<file path="src/rtl/alu_cmd_sequencer.sv">
// Command front-end for the TinyALU core: a DEPTH-entry command FIFO feeding a
// start/done handshake sequencer, with results returned on a one-entry response port.
module alu_cmd_sequencer #(
  parameter int DATA_W  = 8,
  parameter int DEPTH   = 4,
  parameter int TIMEOUT = 16
) (
  input  logic                         clk,
  input  logic                         reset_n,
  input  logic                         cmd_valid,
  output logic                         cmd_ready,
  input  logic [2:0]                   cmd_op,
  input  logic [DATA_W-1:0]            cmd_a,
  input  logic [DATA_W-1:0]            cmd_b,
  output logic                         alu_start,
  output logic [2:0]                   alu_op,
  output logic [DATA_W-1:0]            alu_a,
  output logic [DATA_W-1:0]            alu_b,
  output logic                         alu_reset_n,
  input  logic                         alu_done,
  input  logic [2*DATA_W-1:0]          alu_result,
  output logic                         rsp_valid,
  input  logic                         rsp_ready,
  output logic [2*DATA_W-1:0]          rsp_result,
  output logic [2:0]                   rsp_op,
  output logic                         rsp_err,
  output logic [$clog2(DEPTH+1)-1:0]   fifo_count,
  output logic                         busy,
  output logic [2:0]                   fsm_state
);

  // Handshakes (cmd and rsp): a beat transfers on a rising edge where valid and
  // ready are both high; a raised valid holds, payload unchanged, until that edge.

  localparam int PW = $clog2(DEPTH);
  localparam int CW = $clog2(DEPTH+1);
  localparam int TW = $clog2(TIMEOUT);

  localparam logic [2:0] OP_NOP = 3'b000;
  localparam logic [2:0] OP_ADD = 3'b001;
  localparam logic [2:0] OP_AND = 3'b010;
  localparam logic [2:0] OP_XOR = 3'b011;
  localparam logic [2:0] OP_MUL = 3'b100;
  localparam logic [2:0] OP_RST = 3'b111;

  typedef struct packed {
    logic [2:0]        op;
    logic [DATA_W-1:0] a;
    logic [DATA_W-1:0] b;
  } cmd_t;

  typedef enum logic [2:0] {
    S_INIT = 3'd0,
    S_IDLE = 3'd1,
    S_WAIT = 3'd2,
    S_NOP  = 3'd3,
    S_RST  = 3'd4
  } state_t;

  cmd_t          mem [DEPTH];
  cmd_t          head;
  logic [PW-1:0] wr_ptr, rd_ptr;
  logic          push, pop;

  assign cmd_ready = (fifo_count != CW'(DEPTH));
  assign push      = cmd_valid && cmd_ready;
  assign head      = mem[rd_ptr];

  always_ff @(posedge clk) begin
    if (push) mem[wr_ptr] <= {cmd_op, cmd_a, cmd_b};
  end

  always_ff @(posedge clk or negedge reset_n) begin
    if (!reset_n) begin
      wr_ptr     <= '0;
      rd_ptr     <= '0;
      fifo_count <= '0;
    end else begin
      if (push) wr_ptr <= wr_ptr + PW'(1);
      if (pop)  rd_ptr <= rd_ptr + PW'(1);
      case ({push, pop})
        2'b10:   fifo_count <= fifo_count + CW'(1);
        2'b01:   fifo_count <= fifo_count - CW'(1);
        default: fifo_count <= fifo_count;
      endcase
    end
  end

  state_t               state, state_d;
  logic                 start_d, arst_d;
  logic [2:0]           op_d;
  logic [DATA_W-1:0]    a_d, b_d;
  logic [TW-1:0]        wait_cnt, wait_d;
  logic                 rst_cnt, rst_cnt_d;
  logic                 rv_d, rerr_d;
  logic [2*DATA_W-1:0]  rres_d;
  logic [2:0]           rop_d;
  logic                 rsp_free, is_arith;

  // A response leaving this cycle frees the slot, so the next op can issue now.
  assign rsp_free = !rsp_valid || rsp_ready;
  assign is_arith = (head.op == OP_ADD) || (head.op == OP_AND) ||
                    (head.op == OP_XOR) || (head.op == OP_MUL);

  always_comb begin
    state_d   = state;
    pop       = 1'b0;
    start_d   = alu_start;
    op_d      = alu_op;
    a_d       = alu_a;
    b_d       = alu_b;
    arst_d    = alu_reset_n;
    wait_d    = wait_cnt;
    rst_cnt_d = rst_cnt;
    rv_d      = rsp_valid && !rsp_ready;
    rres_d    = rsp_result;
    rop_d     = rsp_op;
    rerr_d    = rsp_err;
    case (state)
      S_INIT: begin
        arst_d  = 1'b1;
        state_d = S_IDLE;
      end
      S_IDLE: begin
        if (fifo_count != '0) begin
          if (head.op == OP_NOP) begin
            pop     = 1'b1;
            op_d    = OP_NOP;
            a_d     = head.a;
            b_d     = head.b;
            start_d = 1'b1;
            state_d = S_NOP;
          end else if (head.op == OP_RST) begin
            pop       = 1'b1;
            arst_d    = 1'b0;
            start_d   = 1'b0;
            rst_cnt_d = 1'b0;
            state_d   = S_RST;
          end else if (rsp_free) begin
            pop = 1'b1;
            if (is_arith) begin
              op_d    = head.op;
              a_d     = head.a;
              b_d     = head.b;
              start_d = 1'b1;
              wait_d  = '0;
              state_d = S_WAIT;
            end else begin
              rv_d   = 1'b1;
              rerr_d = 1'b1;
              rres_d = '0;
              rop_d  = head.op;
            end
          end
        end
      end
      S_WAIT: begin
        if (alu_done) begin
          rres_d  = alu_result;
          rop_d   = alu_op;
          rerr_d  = 1'b0;
          rv_d    = 1'b1;
          start_d = 1'b0;
          state_d = S_IDLE;
        end else if (wait_cnt == TW'(TIMEOUT-1)) begin
          rres_d  = '0;
          rop_d   = alu_op;
          rerr_d  = 1'b1;
          rv_d    = 1'b1;
          start_d = 1'b0;
          state_d = S_IDLE;
        end else begin
          wait_d = wait_cnt + TW'(1);
        end
      end
      S_NOP: begin
        start_d = 1'b0;
        state_d = S_IDLE;
      end
      S_RST: begin
        if (rst_cnt) begin
          arst_d  = 1'b1;
          state_d = S_IDLE;
        end else begin
          rst_cnt_d = 1'b1;
        end
      end
      default: state_d = S_INIT;
    endcase
  end

  always_ff @(posedge clk or negedge reset_n) begin
    if (!reset_n) begin
      state       <= S_INIT;
      alu_start   <= 1'b0;
      alu_op      <= '0;
      alu_a       <= '0;
      alu_b       <= '0;
      alu_reset_n <= 1'b0;
      wait_cnt    <= '0;
      rst_cnt     <= 1'b0;
      rsp_valid   <= 1'b0;
      rsp_result  <= '0;
      rsp_op      <= '0;
      rsp_err     <= 1'b0;
    end else begin
      state       <= state_d;
      alu_start   <= start_d;
      alu_op      <= op_d;
      alu_a       <= a_d;
      alu_b       <= b_d;
      alu_reset_n <= arst_d;
      wait_cnt    <= wait_d;
      rst_cnt     <= rst_cnt_d;
      rsp_valid   <= rv_d;
      rsp_result  <= rres_d;
      rsp_op      <= rop_d;
      rsp_err     <= rerr_d;
    end
  end

  assign busy      = ((state != S_IDLE) && (state != S_INIT)) || (fifo_count != '0);
  assign fsm_state = state;

endmodule
</file>
<file path="config.mk">
export PLATFORM = sky130hd
export DESIGN_NAME = alu_cmd_sequencer
export DESIGN_NICKNAME = d
export VERILOG_FILES = /design/src/rtl/alu_cmd_sequencer.sv
export SDC_FILE = /design/constraint.sdc
export NUM_CORES = 1
export LEC_CHECK = 0
export BUFFER_PORTS_ARGS = -buffer_cell sky130_fd_sc_hd__buf_2
export CAP_MARGIN = 40
export CORE_MARGIN = 10
export CORE_UTILIZATION = 45
export DETAILED_ROUTE_END_ITERATION = 6
export PLACE_DENSITY = 0.66
export SYNTH_ARGS = -nofsm -noshare
export SYNTH_HDL_FRONTEND = slang
export SYNTH_SLANG_ARGS = --single-unit
</file>
<file path="constraint.sdc">
create_clock -name clk -period 2.9 [get_ports clk]
set_input_delay 0.29 -clock clk [delete_from_list [all_inputs] [get_ports clk]]
set_output_delay 0.29 -clock clk [all_outputs]
set_load 0.01 [all_outputs]
</file>
[Word-level counts from Yosys, hierarchy flattened]
Memories as Yosys holds them, arrays and structs flattened.
Index checks and enable logic that the tools add are counted.
Word-level totals
  bits in registers: 57
  latch bits: 0
  bits in writable memories: 76
  bits in read-only memories: 0
  input bits: 40
  output and inout port bits: 50
  word-level logic and storage cells: 161
  memories kept: 1
Operators by class
  add/subtract/negate cells: 5
  multipliers: 0
  div/mod/pow operators: 0
  magnitude comparators: 0
  equal/unequal tests: 28
  shift operators: 0
  multiplexer cells: 83
  bitwise logic cells: 0
  reduce and logical (&&, ||, !) cells: 29
Memory list
  mem: words 4, bits a word 19, rd ports 1, clocked after Yosys merged registers in 0, wr ports 1, RTL line 60  | cmd_t mem [DEPTH];
Operators with widths (count)
  $mux 16: 7
  $mux 8: 8
  $mux 3: 19
  $mux 1: 32
  $pmux 16 s2: 1
  $mux 4: 7
  $ne 2x2->1 const B: 11
  $reduce_and 5->1: 4
  $eq 3x2->1 const B: 4
  $pmux 3 s2: 2
  $pmux 3 s4: 1
  $reduce_bool 3->1: 4
  $reduce_bool 2->1: 5
  $eq 3x3->1 const B: 3
  $ne 4x4->1 const B: 2
  $pmux 4 s2: 1
  $reduce_and 8->1: 1
  $reduce_and 7->1: 1
  $eq 3x1->1 const B: 2
  $logic_not 3->1: 2
  $ne 3x3->1 const B: 2
  $pmux 1 s2: 3
  $pmux 1 s3: 2
  $logic_or 1x1->1: 5
  other kinds (12): 16

[Depth between registers and ports, before layout]
Gate-level depths: netlist of the first run.
An unclocked memory read counts as a cell.
  word-level depth: 11
  depth in mapped cells: 10
  depth with buffers taken out: 10

[Least setup slack after synthesis of the first run]
OpenSTA, ideal clock, no wires.
  kind: flip-flop to flip-flop
  start point: register rd_ptr[0]
  end point: register fifo_count[2]
  setup time: 79 ps
  data arrival time: 2922 ps
  required time: 2821 ps
  setup slack: -101 ps
  cell stages (with the launch flop): 11
  buffers on the path: 1
  clock period less this slack: 3001 ps
  path through: dfrtp_1 -> buf_6 -> mux4_2 -> or3_4 -> a311oi_2 -> ha_1 -> inv_1 -> fa_1 -> xor2_1 -> nor2_1 -> xor2_1
On the way
  cells in the longest elaborated chain, start to end: 8
  elaborated cells on any way between the ends: 11
  those cells by class: eq/ne (3); mux (5); reduce/logical (2); memory (1)
Ends and longest elaborated chain
  start, declared: RTL line 62  | logic [PW-1:0] wr_ptr, rd_ptr;
  start signal, assigned: RTL line 80  | if (pop) rd_ptr <= rd_ptr + PW'(1);
  $mem_v2 4x19 *
  $eq 3x3->1: RTL line 133  | end else if (head.op == OP_RST) begin
  $mux 1: RTL line 133
  $mux 1 *: RTL line 126  | if (head.op == OP_NOP) begin
  $mux 1 *: RTL line 125  | if (fifo_count != '0) begin
  $mux 1 *: RTL line 119  | case (state)
  net pop: RTL line 63  | logic push, pop;
  $eq 2x1->1 / $eq 2x2->1 (equally long branches): RTL line 81  | case ({push, pop})
  $pmux 3 s2 / $reduce_bool 2->1 (equally long branches)
  end signal, assigned: RTL line 82  | 2'b10: fifo_count <= fifo_count + CW'(1);
  end signal, assigned: RTL line 83  | 2'b01: fifo_count <= fifo_count - CW'(1);
  end signal, assigned: RTL line 84  | default: fifo_count <= fifo_count;
  end, declared: RTL line 27  | output logic [$clog2(DEPTH+1)-1:0] fifo_count,
Mark *: on every way through the listed nets, which the timed path passes. The rest lies on a longest branch.
A chain may end at the register's enable or synchronous reset.

[Worst setup path after layout of the first run]
Same ends and word-level chain as after synthesis.

==> results of run 1 <==
## repair_timing
item / 4_1_cts / 5_1_grt
setup endpoints to repair: 1 / 1
endpoints found under the hold margin: 33 / 0
pin swaps: 0 / 4
buffers inserted: 0 / 1
hold buffers: 1 / 0
resized for setup: 1 / 2
## sequential cells by signal, summed over array words and instances (netlist names)
register     count
fifo_count       3
wr_ptr           2
rsp_valid        1
alu_start        1
rd_ptr           2
fsm_state        3
alu_a            8
wait_cnt         4
rsp_op           3
rsp_result      16
alu_b            8
alu_op           3
rst_cnt          1
mem             76
alu_reset_n      1
rsp_err          1
## cells in the final DEF, fill, tap and decap left out, drive strengths merged, types with 6 or more instances in the layout
cell    Yosys  layout
buf         7     112
edfxtp     76      76
dfrtp      57      57
clkbuf      5      24
mux2       22      22
mux4       19      19
nand2      18      18
a22o       17      17
o21ai      10      10
nor2        9       9
inv         9       9
and3        6       6
a21oi       6       6
ha          6       6
## kinds of logic (layout without fill, tap and decap cells)
group	after synthesis	after routing	share of synthesized area, %
simple gates	53	53	5.09
flops	133	133	69.8
compound gates	50	50	7.21
other cells	0	1	0
fa+ha+maj	7	7	1.79
mux	42	42	13.1
buf+inv	21	154	1.84
xor+xnor	7	7	1.15
## metrics by stage
step | util (%) | total power (W) | std cells | hold slack [ns]
final | 58.2 | 0.00793 | 590 | 0.0879
after global routing | 58.1 | 0.00843 | 589 | 0.0715
after CTS | 58.1 | 0.00804 | 588 | 0.0624
after detailed placement | 52.9 | 0.00592 | 555 | 0.437
after global placement | 52.7 | 0.00581 | 554 | 0.420
after floorplan | - | 0.00489 | 313 | -0.00559
## power groups by stage
stage | Clock [W] | Sequential, W | Combinational, W
2_1_floorplan | 0 | 0.00302 | 0.00187
3_3_place_gp | 0 | 0.00288 | 0.00293
5_1_grt | 0.00222 | 0.00295 | 0.00326
3_5_place_dp | 0 | 0.00292 | 0.00300
6_report | 0.00208 | 0.00288 | 0.00296
4_1_cts | 0.00213 | 0.00289 | 0.00302
## cell type report
cell class / instances / area, sq um
fillers: 901 / 4800
flip-flops and latches: 133 / 3710
multi-input cells: 159 / 1530
repair buffers: 113 / 636
clock buffers: 24 / 482
well taps: 143 / 179
clock inverters: 8 / 101
inverters: 9 / 33.8
diodes: 1 / 2.50
## routing by layer
layer	vias up	share of wire, %	global-route usage, %
met5	-	0	0
met3	21	8.9	6.57
met2	105	44	19.7
li1	1452	-	-
met4	0	1.6	5.50
met1	1522	45	17.4
## synth_stat cells (all sizes together), types with 2 or more instances
| cell | n | area share, % |
|---|---|---|
| nor3b | 2 | 0.28 |
| dfrtp | 57 | 27 |
| inv | 9 | 0.64 |
| nand2b | 3 | 0.35 |
| a31oi | 3 | 0.64 |
| buf | 7 | 0.85 |
| clkbuf | 5 | 0.35 |
| a21oi | 6 | 0.57 |
| mux4 | 19 | 8.1 |
| edfxtp | 76 | 43 |
| nand2 | 18 | 1.3 |
| xor2 | 4 | 0.66 |
| mux2 | 22 | 4.9 |
| a211o | 2 | 0.33 |
| nand3 | 3 | 0.28 |
| a22o | 17 | 2.8 |
| o21ai | 10 | 0.94 |
| or3 | 3 | 0.45 |
| and3 | 6 | 0.71 |
| nor2 | 9 | 0.64 |
| nor3 | 2 | 0.19 |
| xnor2 | 3 | 0.49 |
| o31ai | 4 | 0.57 |
| and2 | 4 | 0.47 |
| ha | 6 | 1.4 |
## final timing paths
path | from | end | slack, ns | cells after the start
max | rd_ptr[0]$_DFFE_PN0P_ | fifo_count[2]$_DFFE_PN0P_ | 0.07 | 9
min | cmd_b[5] | mem[2][5]$_DFFE_PP_ | 0.09 | 1
max reg2reg | rd_ptr[0]$_DFFE_PN0P_ | fifo_count[2]$_DFFE_PN0P_ | 0.07 | 9
min reg2reg | alu_reset_n$_DFFE_PN0P_ | alu_reset_n$_DFFE_PN0P_ | 0.48 | 2
max in group asynchronous | reset_n | rd_ptr[0]$_DFFE_PN0P_ | 1.65 | 3
min in group asynchronous | reset_n | rsp_result[5]$_DFFE_PN0P_ | 0.53 | 2
==> metrics.txt, run 1 <==
pre-CTS WS=-0.0264 ns; Yosys cell types=43; worst-path fanout max=6; switching pwr=0.00254 W; Clock transition at path regs=0.06 ns; Area Growth Syn to Fin=25.6%; Syn Inst Count=313; CTS Buffer Depth=2; Crit. End Element=flip-flop; asr flop ratio synth=42.9%; Clock Power Share=26.2%; Post-Syn Nets=360; Cell Area, Placed=6060 sq um; Initial Utilization=46.3%; sequential fraction of the synthesis area=69.8%; cell family with most CP delay=adder cells; internal power=0.00539 W; WL per Instance=18.6 um; number of global-route vias before repair=3227; Leak=2.80 nW; setup_tns=0 ns; pin count of the biggest net entering global routing=36; Die H=129 um; RSZ-0062 raised after global routing=true; Final Setup Violations=0; final worst path period need=2.83 ns; DRT Pass-1 Iters=4; CP peak stage delay=0.53 ns; max_cap viols=0; synthesized area=5310 sq um; I/O Buffers=89; Slew HR=44.9%; # nets final=480; logic gate share of total power=37.4%; Via density=5.25; CTS tree=built; Avg Synthesized Cell Area=17.0 sq um; CP arrival=3.17 ns; GRT Total Usage=13.7%; PwrDens=1190 nW/um^2; Sink Count=133; fin. max-slew vios=0; grt total ovfl=0; fin worst setup slack=0.0653 ns; remaining antenna violation count=0; fmax=0.353 GHz; routability cong.=0.795; fin area=6670 sq um; dominant synthesized flop cell=edfxtp_1; sw frac=32.0%; # IOs=90; most frequent CP cell=xor2_1; Crit Path Category=flip-flop to flip-flop; Synth Register Bits=133; share of cells above drive strength 1=42.4%; final worst path period share=97.7%; Root Driver=clkbuf_16; initial antenna violation count=2; Buf+Inv Stages, Crit Path=1; Required @ worst endpoint=3.24 ns; drt total wl=11000 um; num rows=39; TritonCTS buffer count=17; full die area=16600 sq um; Core Area=11500 sq um; Hold Path Class=input port to flip-flop; Vias=3100; Critical Path Slowest Stage Cell=mux4_2; Reg power frac=36.4%; Synthesis Warnings=0; crit path cell chain=mux4_2 -> or3_4 -> a311oi_4 -> ha_2 -> inv_2 -> fa_2 -> xor2_1 -> nor2_1 -> xor2_1; final hold viol count=0; startpoint types=flip-flop; Clock Skew=0.00870 ns; status=complete, no violations; residual DRC count=0; initial drt markers=172; first-pass GRT wire length=17300 um; DP HPWL=7610 um; die width=129 um; clk_lat worst skew=0.42 ns; EDFF count, synth=76; Slew @ Worst Pin=0.826 ns; peak supply drop=657 uV; H-tree depth=4
Power figures use the tool's default switching activity.
==> run 2, diff against run 1 <==
--- a/config.mk
+++ b/config.mk
@@ -10,7 +10,8 @@
 export CORE_MARGIN = 10
 export CORE_UTILIZATION = 45
 export DETAILED_ROUTE_END_ITERATION = 6
-export PLACE_DENSITY = 0.66
+export GPL_ROUTABILITY_DRIVEN = 0
+export PLACE_DENSITY = 0.81
 export SYNTH_ARGS = -nofsm -noshare
 export SYNTH_HDL_FRONTEND = slang
 export SYNTH_SLANG_ARGS = --single-unit
==> run 2 against run 1 <==
Via count grew 2.3%; critical endpoint unchanged; first-iteration DRC count grew 57%; combinational power grew 1%; register-to-register slack is essentially flat; flip-flop and latch count is the same; clock power grew 3%.
==> metrics.txt, run 2 (synthesized netlist as in run 1, its figures left out) <==
Final Setup Violations=0 (unchanged); full die area=16600 sq um (unchanged); max reg flops=76 (unchanged); pin count of the biggest net entering global routing=37 (+2.8%); Clock transition at path regs=0.06 ns (about the same); Reg power frac=36.2% (-0.2 points); commonest non-fill, non-tap cell in the layout=buf_2; startpoint types=flip-flop; first-pass GRT wire length=18600 um (+7.2%); I/O Buffers=89 (unchanged); Root Driver=clkbuf_16; grt total ovfl=0 (unchanged); Biggest register=mem; DP HPWL=8020 um (+5.4%); fmax=0.354 GHz (+0.38%); Core Area=11500 sq um (unchanged); Critical Path Slowest Stage Cell=mux4_2; Crit Path Category=flip-flop to flip-flop; CTS tree=built; Area Growth Syn to Fin=26.0%; multi-input logic area=1530 sq um (unchanged); Hold Path Class=input port to flip-flop; Slew HR=57.3% (+12 points); cell family with most CP delay=adder cells; CTS Buffer Depth=2 (unchanged); Vias=3172 (+2.3%); max_cap viols=0 (unchanged); Sink Count=133 (unchanged); worst hold slack=0.0906 ns (+0.00267 ns); Buf+Inv Stages, Crit Path=1 (unchanged); pre-CTS WS=-0.0393 ns (-0.0129 ns); Initial Utilization=46.3% (unchanged); Via density=5.39 (+2.5%); Required @ worst endpoint=3.23 ns (about the same); final hold viol count=0 (unchanged); clk_lat worst skew=0.41 ns (about the same); DRT Pass-1 Iters=4 (unchanged); WL per Instance=19.6 um (+5.7%); worst-path fanout max=5 (-1); PwrDens=1200 nW/um^2 (+1.2%); RSZ-0062 raised after global routing=true; sw frac=33.4% (+1.4 points); H-tree depth=4 (unchanged); GRT Total Usage=14.4% (+0.76 points); Die H=129 um (unchanged); logic gate share of total power=37.2% (-0.2 points); Clock Power Share=26.6% (+0.4 points); final worst path period share=97.4% (-0.37 points); Largest regs=mem x76, rsp_result x16; initial antenna violation count=1 (-1); TritonCTS buffer count=17 (unchanged); residual DRC count=0 (unchanged); final worst path period need=2.82 ns (-0.0108 ns); peak supply drop=858 uV (+31%); status=complete, no violations; most frequent CP cell=xor2_1; internal power=0.00537 W (-0.41%); num rows=39 (unchanged); share of cells above drive strength 1=43.5% (+1.1 points); crit path cell chain=mux4_2 -> or3_4 -> a311oi_4 -> ha_2 -> inv_2 -> fa_2 -> xor2_1 -> nor2_1 -> xor2_1; die width=129 um (unchanged); fillers=844 (-6.3%); number of diodes=0 (-1); fin. max-slew vios=0 (unchanged); Reg area=3710 sq um (unchanged); # IOs=90 (unchanged); switching pwr=0.00269 W (+6.0%); CP arrival=3.15 ns (-0.02 ns); number of global-route vias before repair=3448 (+6.8%); total power=0.00806 W (+1.6%); Crit. End Element=flip-flop; commonest non-fill, non-tap cells in the layout=buf_2, edfxtp_1, dfrtp_1; drt total wl=11600 um (+5.6%); fin worst setup slack=0.0761 ns (+0.0108 ns); remaining antenna violation count=0 (unchanged); Leak=2.81 nW (+0.30%); Clock Skew=0.00878 ns (+0.0000761 ns); initial drt markers=270 (+57%); CP peak stage delay=0.53 ns (about the same); Slew @ Worst Pin=0.635 ns (-0.191 ns); # nets final=480 (unchanged)
==> run 2: cell types whose count changed in the layout (fill, tap and decap cells not counted), moves of 2 or more <==
cell | before | now
clkinvlp_4 | 2 | 4
clkbuf_8 | 3 | 1
clkbuf_1 | 4 | 0
clkinv_4 | 2 | 0
inv_6 | 0 | 8
==> run 2: per-layer routing <==
layer	global-route usage (%)	wire length, um
met1	16.9	4690
met5	0	0
met2	23.8	5610
met4	5.57	131
met3	5.30	1130
==> run 2: stage by stage <==
step	TNS (ns)	util (%)	instance area (sq um)	std cells
after floorplan	-0.0594	-	5330	313
after global placement	0	52.5	6030	551
after detailed placement	-0.0393	52.9	6060	553
after CTS	0	58.2	6680	587
after global routing	-0.00832	58.4	6700	589
final	0	58.4	6700	589
==> run 2: final cells by class <==
class,instances,area share [%]
inverter,9,0.504
clock inverter,14,2.39
clock buffer,18,6.56
tap,143,2.67
timing repair buffer,113,9.68
sequential,133,55.4
multi-input combinational,159,22.8
==> run 2: timing repair <==
action | 4_1_cts | 5_1_grt
gates resized for setup | 1 | 2
pin swaps | 0 | 2
hold buffers | 1 | 0
gates cloned | 0 | 0
hold endpoints to repair | 40 | 0
setup buffers | 1 | 2
setup endpoints to repair | 1 | 1
==> run 2: path summary, 6_finish.rpt <==
check / start / end / slack [ns] / cells after the start
max in group asynchronous: reset_n / rd_ptr[0]$_DFFE_PN0P_ / 1.86 / 4
setup / recovery: rd_ptr[0]$_DFFE_PN0P_ / fifo_count[2]$_DFFE_PN0P_ / 0.08 / 9
hold / removal: cmd_a[4] / mem[0][12]$_DFFE_PP_ / 0.09 / 1
hold reg to reg: alu_reset_n$_DFFE_PN0P_ / alu_reset_n$_DFFE_PN0P_ / 0.48 / 2
setup reg to reg: rd_ptr[0]$_DFFE_PN0P_ / fifo_count[2]$_DFFE_PN0P_ / 0.08 / 9
min in group asynchronous: reset_n / alu_reset_n$_DFFE_PN0P_ / 0.27 / 2
==> run 2: power groups by stage <==
stage / Clock, W / Sequential [W] / Combinational, W
after global routing: 0.00225 / 0.00299 / 0.00329
after detailed placement: 0 / 0.00294 / 0.00299
after floorplan: 0 / 0.00302 / 0.00187
final: 0.00214 / 0.00291 / 0.00300
after global placement: 0 / 0.00289 / 0.00286
after CTS: 0.00218 / 0.00292 / 0.00303
==> run 3, diff against run 2 <==
--- a/config.mk
+++ b/config.mk
@@ -7,11 +7,14 @@
 export LEC_CHECK = 0
 export BUFFER_PORTS_ARGS = -buffer_cell sky130_fd_sc_hd__buf_2
 export CAP_MARGIN = 40
+export CELL_PAD_IN_SITES_DETAIL_PLACEMENT = 1
+export CELL_PAD_IN_SITES_GLOBAL_PLACEMENT = 2
 export CORE_MARGIN = 10
-export CORE_UTILIZATION = 45
+export CORE_UTILIZATION = 36
 export DETAILED_ROUTE_END_ITERATION = 6
 export GPL_ROUTABILITY_DRIVEN = 0
-export PLACE_DENSITY = 0.81
+export PLACE_DENSITY = 0.87
+export REMOVE_ABC_BUFFERS = 1
 export SYNTH_ARGS = -nofsm -noshare
 export SYNTH_HDL_FRONTEND = slang
 export SYNTH_SLANG_ARGS = --single-unit
==> run 3 against run 2 <==
Power rose by 1.6%; final area rose by 0.75%; first-iteration DRC count fell by 41%; critical path depth did not move; die area rose by 21%; routed wire length rose by 12%; clock skew fell by 0.00086 ns; worst setup slack improved by 0.026 ns; non-clock buffer count fell by 1; global-route usage fell by 0.97 points; hold slack got worse by 0.0030 ns; largest power group unchanged.
==> metrics.txt, run 3 (synthesized netlist as in run 1, its figures left out) <==
Via density=5.17 (-3.9%); max_cap viols=0 (unchanged); startpoint types=flip-flop; Crit Path Category=flip-flop to flip-flop; CTS Buffer Depth=2 (unchanged); Hold Path Class=input port to flip-flop; Reg area=3710 sq um (unchanged); Final Setup Violations=0 (unchanged); DRT Pass-1 Iters=4 (unchanged); CTS tree=built; RSZ-0062 raised after global routing=true; worst setup path startpoint=rd_ptr[0]$_DFFE_PN0P_; fillers=1423 (+69%); Clock Skew=0.00792 ns (-0.000857 ns); Largest regs=mem x76, rsp_result x16; worst hold slack=0.0875 ns (-0.00304 ns); Slew HR=51.4% (-5.9 points); initial antenna violation count=2 (+1); Required @ worst endpoint=3.25 ns (+0.02 ns); initial drt markers=160 (-41%); max reg flops=76 (unchanged); clk_lat worst skew=0.42 ns (about the same); GRT Total Usage=13.5% (-0.97 points); I/O Buffers=89 (unchanged); share of cells above drive strength 1=42.9% (-0.58 points); # IOs=90 (unchanged); residual DRC count=0 (unchanged); PwrDens=1210 nW/um^2 (+0.80%); status=complete, no violations; drt total wl=12900 um (+12%); commonest non-fill, non-tap cell in the layout=buf_2; number of global-route vias before repair=3640 (+5.6%); multi-input logic area=1530 sq um (unchanged); Slew @ Worst Pin=0.729 ns (+0.0940 ns); full die area=20000 sq um (+21%); peak supply drop=722 uV (-16%); postcts setup bufs=0 (-1); Hold Path Origin=alu_result[13]; fmax=0.357 GHz (+0.94%); fin. max-slew vios=0 (unchanged); Crit. End Element=flip-flop; Core Area=14500 sq um (+26%); setup_tns=0 ns (unchanged); CP arrival=3.14 ns (about the same); commonest non-fill, non-tap cells in the layout=buf_2, edfxtp_1, dfrtp_1; first-pass GRT wire length=20600 um (+11%); DP HPWL=9020 um (+13%); FF-to-FF Start=rd_ptr[0]$_DFFE_PN0P_; Area Growth Syn to Fin=27.0%; final worst path period need=2.80 ns (-0.0263 ns); Sink Count=133 (unchanged); fin worst setup slack=0.102 ns (+0.0263 ns); final hold viol count=0 (unchanged); pre-CTS WS=-0.0251 ns (+0.0142 ns); Biggest register=mem; grt total ovfl=0 (unchanged); Initial Utilization=36.7% (-9.6 points); WL per Instance=20.5 um (+4.6%); # nets final=479 (-0.21%); num rows=44 (+13%); worst-path fanout max=6 (+1); Clock transition at path regs=0.06 ns (about the same); Leak=2.81 nW (+0.32%); remaining antenna violation count=0 (unchanged); final worst path period share=96.5% (-0.91 points); TritonCTS buffer count=17 (unchanged); Die H=141 um (+10%); Root Driver=clkbuf_16; H-tree depth=4 (unchanged); Vias=3259 (+2.7%); die width=141 um (+10%); pin count of the biggest net entering global routing=31 (-16%)
==> run 3: cell types whose count changed in the layout (fill, tap and decap cells not counted), sizes merged <==
| cell | previous run | this run |
|---|---|---|
| inv | 17 | 12 |
| clkbuf | 18 | 20 |
| bufinv | 2 | 3 |
| clkinv | 0 | 6 |
| buf | 112 | 111 |
| clkinvlp | 4 | 0 |
| diode | 0 | 1 |
==> run 3: routing by layer <==
metal,track usage [%],part of all wire (%)
met1,15.4,42
met2,22.3,50
met3,5.21,6.5
met4,5.33,1.3
met5,0,0.12
==> run 3: stage by stage <==
step / total power [W] / std cells / utilization (%) / cell area (sq um)
after floorplan: 0.00478 / 301 / - / 5250
after global placement: 0.00582 / 595 / 42.0 / 6090
after detailed placement: 0.00601 / 596 / 42.1 / 6100
after CTS: 0.00828 / 629 / 46.5 / 6730
after global routing: 0.00868 / 629 / 46.6 / 6740
final: 0.00818 / 630 / 46.6 / 6750
==> run 3: critical path, stage by stage, from the launching register on <==
cell,delay (ns)
dfrtp_2,0.45
mux4_2,0.54
or3_4,0.42
a311oi_4,0.30
ha_2,0.24
inv_2,0.04
fa_2,0.32
xor2_1,0.14
nor2_1,0.12
xor2_1,0.16
==> run 3: path summary, 6_finish.rpt <==
path / endpoint / slack [ns] / depth (start not counted)
max: fifo_count[2]$_DFFE_PN0P_ / 0.10 / 9
min: rsp_result[13]$_DFFE_PN0P_ / 0.09 / 2
max reg2reg: fifo_count[2]$_DFFE_PN0P_ / 0.10 / 9
min reg2reg: alu_reset_n$_DFFE_PN0P_ / 0.49 / 2
max in group asynchronous: rd_ptr[0]$_DFFE_PN0P_ / 1.51 / 3
min in group asynchronous: wait_cnt[0]$_DFFE_PN0P_ / 0.48 / 2
==> run 3: layout make-up <==
| class | count | share of cell area (%) |
|---|---|---|
| tap | 184 | 3.41 |
| timing repair buffer | 112 | 9.31 |
| multi-input combinational | 159 | 22.6 |
| clock inverter | 12 | 2.50 |
| sequential | 133 | 55.0 |
| antenna | 1 | 0.0371 |
| clock buffer | 20 | 6.62 |
| inverter | 9 | 0.501 |
==> run 3: what timing repair did <==
item	in CTS	in global routing
pin swaps	0	4
hold buffers	1	0
setup endpoints to repair	1	1
resized for setup	1	4
endpoints found under the hold margin	27	0
==> run 3: where the power goes <==
group / internal, W / switching, W
registers: 0.00261 / 0.000278
clock network: 0.00139 / 0.000836
logic: 0.00144 / 0.00163
total: 0.00544 / 0.00274
